File: src/rtl/alu_ctrl_pkg.sv
// alu_ctrl_seq shared package: opcodes,
// alu_op encodings and FSM state type.
package alu_ctrl_pkg;

  localparam logic [3:0] OP_R_ARITH = 4'b0000;
  localparam logic [3:0] OP_I_ARITH = 4'b1000;
  localparam logic [3:0] OP_LW      = 4'b1001;
  localparam logic [3:0] OP_SW      = 4'b0101;
  localparam logic [3:0] OP_JMP     = 4'b1011;
  localparam logic [3:0] OP_R_CMP   = 4'b0010;
  localparam logic [3:0] OP_I_CMP   = 4'b1010;
  localparam logic [3:0] OP_BR      = 4'b0110;

  localparam logic [1:0] ALU_ARITH  = 2'b01;
  localparam logic [1:0] ALU_CMP    = 2'b00;
  localparam logic [1:0] ALU_BRANCH = 2'b11;

  typedef enum logic [1:0] {
    IDLE  = 2'd0,
    MULTI = 2'd1,
    VALID = 2'd2
  } state_e;

endpackage

File: src/rtl/alu_ctrl_seq_if.sv
// Decode-side and issue-side handshake bundle.
// slave: the ALU-control stage; master: its environment.
interface alu_ctrl_seq_if #(
  parameter int OPW = 4,
  parameter int FW  = 4
);
  logic          in_valid;
  logic          in_ready;
  logic [OPW-1:0] opcode;
  logic [FW-1:0] func;
  logic [FW-1:0] func_imm_lw;
  logic [FW-1:0] func_br_sw;
  logic          out_valid;
  logic          out_ready;
  logic [FW+1:0] alu_ctrl;
  logic          illegal;
  logic          busy;

  modport slave (
    input  in_valid, opcode, func,
    input  func_imm_lw, func_br_sw,
    input  out_ready,
    output in_ready, out_valid,
    output alu_ctrl, illegal, busy
  );

  modport master (
    output in_valid, opcode, func,
    output func_imm_lw, func_br_sw,
    output out_ready,
    input  in_ready, out_valid,
    input  alu_ctrl, illegal, busy
  );
endinterface

File: src/rtl/alu_ctrl_decode.sv
// Combinational opcode decode: alu_ctrl,
// illegal flag and multi-cycle classification.
module alu_ctrl_decode
  import alu_ctrl_pkg::*;
#(
  parameter int             OPW     = 4,
  parameter int             FW      = 4,
  parameter logic [FW-1:0]  MC_FUNC = FW'(4'b1100)
) (
  input  logic [OPW-1:0] opcode,
  input  logic [FW-1:0]  func,
  input  logic [FW-1:0]  func_imm_lw,
  input  logic [FW-1:0]  func_br_sw,
  output logic [FW+1:0]  alu_ctrl,
  output logic           illegal,
  output logic           is_multi
);

  logic [1:0]    op;
  logic [FW-1:0] fld;

  always_comb begin
    op      = ALU_CMP;
    fld     = '0;
    illegal = 1'b0;
    unique case (opcode)
      OPW'(OP_R_ARITH): begin
        op  = ALU_ARITH;
        fld = func;
      end
      OPW'(OP_I_ARITH),
      OPW'(OP_LW),
      OPW'(OP_JMP): begin
        op  = ALU_ARITH;
        fld = func_imm_lw;
      end
      OPW'(OP_SW): begin
        op  = ALU_ARITH;
        fld = func_br_sw;
      end
      OPW'(OP_R_CMP): begin
        op  = ALU_CMP;
        fld = func;
      end
      OPW'(OP_I_CMP): begin
        op  = ALU_CMP;
        fld = func_imm_lw;
      end
      OPW'(OP_BR): begin
        op  = ALU_BRANCH;
        fld = func_br_sw;
      end
      default: illegal = 1'b1;
    endcase
    alu_ctrl = {op, fld};
    is_multi = !illegal &&
               (op == ALU_ARITH) &&
               (fld == MC_FUNC);
  end

endmodule

File: src/rtl/alu_ctrl_seq.sv
// Registered ALU-control stage with multi-cycle
// sequencing, illegal flag and synchronous flush.
module alu_ctrl_seq
  import alu_ctrl_pkg::*;
#(
  parameter int            OPW     = 4,
  parameter int            FW      = 4,
  parameter logic [FW-1:0] MC_FUNC = FW'(4'b1100),
  parameter int            MC_LAT  = 4
) (
  input  logic         clk,
  input  logic         rst,
  input  logic         flush,
  alu_ctrl_seq_if.slave bus
);

  localparam int CW = (MC_LAT > 2) ? $clog2(MC_LAT) : 1;

  state_e        state_q, state_d;
  logic [CW-1:0] cnt_q, cnt_d;
  logic [FW+1:0] ctrl_q, ctrl_d;
  logic          ill_q, ill_d;

  logic [FW+1:0] dec_ctrl;
  logic          dec_ill;
  logic          dec_multi;
  logic          in_ready;
  logic          accept;

  alu_ctrl_decode #(
    .OPW     (OPW),
    .FW      (FW),
    .MC_FUNC (MC_FUNC)
  ) u_dec (
    .opcode      (bus.opcode),
    .func        (bus.func),
    .func_imm_lw (bus.func_imm_lw),
    .func_br_sw  (bus.func_br_sw),
    .alu_ctrl    (dec_ctrl),
    .illegal     (dec_ill),
    .is_multi    (dec_multi)
  );

  always_comb begin
    state_d  = state_q;
    cnt_d    = cnt_q;
    ctrl_d   = ctrl_q;
    ill_d    = ill_q;
    in_ready = !flush &&
               ((state_q == IDLE) ||
                ((state_q == VALID) && bus.out_ready));
    accept   = bus.in_valid && in_ready;
    if (flush) begin
      state_d = IDLE;
      cnt_d   = '0;
      ctrl_d  = '0;
      ill_d   = 1'b0;
    end else begin
      unique case (state_q)
        IDLE: ;
        MULTI: begin
          cnt_d = cnt_q - CW'(1);
          if (cnt_q == CW'(1))
            state_d = VALID;
        end
        VALID: begin
          if (bus.out_ready)
            state_d = IDLE;
        end
        default: state_d = IDLE;
      endcase
      // acceptance only happens from IDLE or a
      // draining VALID, so it overrides the above
      if (accept) begin
        ctrl_d = dec_ctrl;
        ill_d  = dec_ill;
        if (dec_multi) begin
          state_d = MULTI;
          cnt_d   = CW'(MC_LAT - 1);
        end else begin
          state_d = VALID;
        end
      end
    end
  end

  always_ff @(posedge clk or posedge rst) begin
    if (rst) begin
      state_q <= IDLE;
      cnt_q   <= '0;
      ctrl_q  <= '0;
      ill_q   <= 1'b0;
    end else begin
      state_q <= state_d;
      cnt_q   <= cnt_d;
      ctrl_q  <= ctrl_d;
      ill_q   <= ill_d;
    end
  end

  assign bus.in_ready  = in_ready;
  assign bus.out_valid = (state_q == VALID);
  assign bus.busy      = (state_q == MULTI);
  assign bus.alu_ctrl  = ctrl_q;
  assign bus.illegal   = ill_q;

endmodule
File: src/flat_wrapper.sv
// flat-port wrapper written by rule: the top's interface ports become plain ports
module alu_ctrl_seq_flat import alu_ctrl_pkg::*;
#(
  parameter int            OPW     = 4,
  parameter int            FW      = 4,
  parameter logic [FW-1:0] MC_FUNC = FW'(4'b1100),
  parameter int            MC_LAT  = 4
)
  (clk, rst, flush, bus_in_valid, bus_opcode, bus_func, bus_func_imm_lw, bus_func_br_sw, bus_out_ready, bus_in_ready, bus_out_valid, bus_alu_ctrl, bus_illegal, bus_busy);
  alu_ctrl_seq_if #(.OPW(OPW), .FW(FW)) bus_i ();
  input  logic clk;
  input  logic rst;
  input  logic flush;
  input wire logic [$bits(bus_i.in_valid)-1:0] bus_in_valid;
  input wire logic [$bits(bus_i.opcode)-1:0] bus_opcode;
  input wire logic [$bits(bus_i.func)-1:0] bus_func;
  input wire logic [$bits(bus_i.func_imm_lw)-1:0] bus_func_imm_lw;
  input wire logic [$bits(bus_i.func_br_sw)-1:0] bus_func_br_sw;
  input wire logic [$bits(bus_i.out_ready)-1:0] bus_out_ready;
  output wire logic [$bits(bus_i.in_ready)-1:0] bus_in_ready;
  output wire logic [$bits(bus_i.out_valid)-1:0] bus_out_valid;
  output wire logic [$bits(bus_i.alu_ctrl)-1:0] bus_alu_ctrl;
  output wire logic [$bits(bus_i.illegal)-1:0] bus_illegal;
  output wire logic [$bits(bus_i.busy)-1:0] bus_busy;
  assign bus_i.in_valid = bus_in_valid;
  assign bus_i.opcode = bus_opcode;
  assign bus_i.func = bus_func;
  assign bus_i.func_imm_lw = bus_func_imm_lw;
  assign bus_i.func_br_sw = bus_func_br_sw;
  assign bus_i.out_ready = bus_out_ready;
  assign bus_in_ready = bus_i.in_ready;
  assign bus_out_valid = bus_i.out_valid;
  assign bus_alu_ctrl = bus_i.alu_ctrl;
  assign bus_illegal = bus_i.illegal;
  assign bus_busy = bus_i.busy;
  alu_ctrl_seq #(.OPW(OPW), .FW(FW), .MC_FUNC(MC_FUNC), .MC_LAT(MC_LAT)) u_core (.clk(clk), .rst(rst), .flush(flush), .bus(bus_i));
endmodule
File: config.mk
export PLATFORM = sky130hd
export DESIGN_NAME = alu_ctrl_seq_flat
export DESIGN_NICKNAME = d
export VERILOG_FILES = /design/src/rtl/alu_ctrl_pkg.sv /design/src/rtl/alu_ctrl_seq_if.sv /design/src/rtl/alu_ctrl_decode.sv /design/src/rtl/alu_ctrl_seq.sv /design/src/flat_wrapper.sv
export SDC_FILE = /design/constraint.sdc
export NUM_CORES = 1
export LEC_CHECK = 0
export CAP_MARGIN = 25
export CELL_PAD_IN_SITES_DETAIL_PLACEMENT = 1
export CELL_PAD_IN_SITES_GLOBAL_PLACEMENT = 2
export CORE_ASPECT_RATIO = 1.2
export CORE_MARGIN = 2
export CORE_UTILIZATION = 28
export CTS_BUF_LIST = sky130_fd_sc_hd__clkbuf_4 sky130_fd_sc_hd__clkbuf_8
export DETAILED_ROUTE_END_ITERATION = 16
export PLACE_DENSITY = 0.89
export SYNTH_ARGS = -nofsm -noshare
export SYNTH_HDL_FRONTEND = slang
export SYNTH_HIERARCHICAL = 1
export SYNTH_SLANG_ARGS = --single-unit
File: constraint.sdc
create_clock -name clk -period 3.6 [get_ports clk]
set_clock_uncertainty 0.05 [all_clocks]
set_input_delay 1.08 -clock clk [delete_from_list [all_inputs] [get_ports clk]]
set_output_delay 1.08 -clock clk [all_outputs]
set_load 0.1 [all_outputs]
==> results.cfg, run 1 <==
[status]
status = completed

[clock_network]
clk_latency_ps = 260
numCtsBuffers = 3
clk_pin_slew_ps = 60
htreeDepth = 1
cts_tree = yes
clock_path_buffers = 2
cts_sinks = 11
cts-resized-gates = 0
cts-hold-fix-buffers = 0
clockRootBuffer = clkbuf_4
post-cts-setup-buffers = 0

[setup_path]
reg2reg_slack_ps = 2310
crit_type = primary input to output pin
required_ps = 2470
startpoint_type = primary input
reg2reg_from = u_core/state_q[1]
r2r-end = u_core/bus.alu_ctrl[0]
crit_path_end_kind = output pin
ff2ff_path_depth = 3
critPathMaxFanout = 2
worstPathArrival_ps = 2000

[routing]
via_per_inst = 4.95
drtIter0Drc = 15
drcViolationCount = 0
ant_nets = 0
wl_per_cell_um = 13.8
first_pass_iters = 4
routed_wl_um = 1880
num_vias = 673

[placement]
io_buffers = 30
place_hpwl_um = 1580
pre_cts_ws_ps = 449
gp_congestion = 0.693

[sta]
setup_slack_ps = 468
finalCriticalPeriod_ps = 3130
max_freq_mhz = 319
setup_tns_ps = 0
tightest_slew_ps = 424
hold_violations = 0
hold-worst-slack_ps = 477
slew_headroom_pct = 71.7
slew_violations = 0
rsz0062_at_grt = false
finalSetupViolations = 0
fin_crit_sh_pct = 87.0

[die]
core_area_um2 = 2580
die_w_um = 51.9
ioPinCount = 31
design.die.area_um2 = 3190
start_util_pct = 29.9
fp.dieH_um = 61.5
rows = 20

[layout]
layout.nets = 126
syn_to_final_growth_pct = 46.1
final_common_cell = clkdlybuf4s50_1
drive_gt1_share_pct = 29.1
n_antenna_cell = 0
fillers = 298
final_cell_mix = clkdlybuf4s50_1, dfrtp_1, buf_4

[synth]
yosysTopAreaCell = dfrtp_1
postSynthAreaPerCell_um2 = 11.0
yosysUniqueCellTypes = 37
syn_inst = 70
seq_area_frac_synth_pct = 35.7
netlist_area_um2 = 771
synth.area.top_cells = dfrtp_1, mux2_4, nor2b_1, and2b_1, nor3_1
synth-seq-cells = 11
yosysWarnings = 6
synth_top_area_share_pct = 35.7
syn-num-nets = 92

[flow_run]
maxCapViolations = 0

[hold_path]
hold_class = flop to flop
holdPathStages = 1
hp-start = u_core/state_q[1]
whs_endpoint = u_core/state_q[0]

[power]
powerDensity_nw_per_um2 = 310
p_leak_nw = 0.517
vdd_ir_drop_max_mv = 0.147

[global_route]
grt_pass1_vias = 727
grt_pass1_wl_um = 3110
gr-total-overflow = 0
track_usage_pct = 13.3
grt_max_degree = 13
antenna_found_initial = 0
==> area by class of cell <==
type | instances | area (um^2) | share of cell area (%)
clock buffer | 4 | 30.0 | 2.67
inverter | 4 | 15.0 | 1.33
multi-input combinational | 53 | 469 | 41.7
sequential | 11 | 275 | 24.4
tap | 33 | 41.3 | 3.67
timing repair buffer | 31 | 295 | 26.2
==> power by group <==
part,switching [mW],internal [mW],total [mW]
Clock,0.0363,0.0503,0.0865
Sequential,0.00355,0.129,0.133
Combinational,0.0780,0.0518,0.130
Total,0.118,0.231,0.349
==> logic make-up (layout without fill, tap and decap cells) <==
logic type / count (synthesis) / in the layout / synth area share [%]
AND/OR/NAND/NOR: 31 / 31 / 29.5
AO/OA/AOI/OAI: 11 / 11 / 11.9
flip-flops: 11 / 11 / 35.7
multiplexers: 8 / 8 / 14.9
buffers and inverters: 6 / 39 / 4.06
XOR/XNOR: 2 / 2 / 2.27
adder cells (fa/ha/maj): 1 / 1 / 1.62
==> how the worst max path moves through the flow <==
stage | start | to | cells past startpoint
after floorplan | flush | bus_in_ready | 2
after global placement | bus_out_ready | bus_in_ready | 4
after detailed placement | bus_opcode[0] | u_core/cnt_q[0] | 6
after CTS | bus_out_ready | bus_in_ready | 4
after global routing | bus_out_ready | bus_in_ready | 4
final | bus_out_ready | bus_in_ready | 4
==> metrics by stage <==
step                power [mW]  cell area, um^2  std cells  utilization (%)
detailed placement       0.266             1100        132             42.5
global route             0.373             1130        136             43.7
global placement         0.264             1100        132             42.5
finish                   0.349             1130        136             43.7
floorplan                0.220              776         70                -
CTS                      0.356             1130        136             43.7
==> worst max-delay path, cell delays in order <==
cell and delay, ps:
clkdlybuf4s50_1 470, nor2b_1 60, nor3_2 180, buf_12 210
==> state kept, by name, indices dropped and copies added (netlist names) <==
signal and flops:
u_core/state_q 2, u_core/bus.alu_ctrl 6, u_core/bus.illegal 1, u_core/cnt_q 2
==> synthesized netlist by cell type <==
library cell	count
dfrtp_1	11
mux2_4	7
nor2b_1	6
inv_1	4
nor3_1	4
and2b_1	3
a21oi_1	2
nand2_1	2
nand2b_1	2
xnor2_1	2
a211o_1	1
a21o_1	1
a221o_1	1
a221oi_2	1
a222oi_1	1
a22o_1	1
a22oi_1	1
and2b_4	1
and3_1	1
and4bb_2	1
buf_2	1
buf_6	1
ha_1	1
mux2i_1	1
nand3_1	1
nand3_4	1
nand4_1	1
nor2_1	1
nor2_4	1
nor2b_2	1
nor3b_1	1
nor4b_1	1
nor4b_2	1
o21ai_0	1
o41ai_1	1
or2_1	1
or3b_1	1
==> routing by layer <==
metal	share of wire, %	vias up	GRT usage (%)
li1	-	324	-
met1	40	321	13.9
met2	53	26	25.5
met3	6.3	2	3.40
met4	0.69	0	4.51
met5	0	-	0
Note: power is estimated with default switching activity, not from simulation.
==> inputs of run 2 (changes only) <==
--- a/config.mk
+++ b/config.mk
@@ -14,6 +14,7 @@
 export CTS_BUF_LIST = sky130_fd_sc_hd__clkbuf_4 sky130_fd_sc_hd__clkbuf_8
 export DETAILED_ROUTE_END_ITERATION = 16
 export PLACE_DENSITY = 0.89
+export SLEW_MARGIN = 20
 export SYNTH_ARGS = -nofsm -noshare
 export SYNTH_HDL_FRONTEND = slang
 export SYNTH_HIERARCHICAL = 1
==> results of run 2 <==
No change in the layout: final DEF, timing and power equal those of run 1.
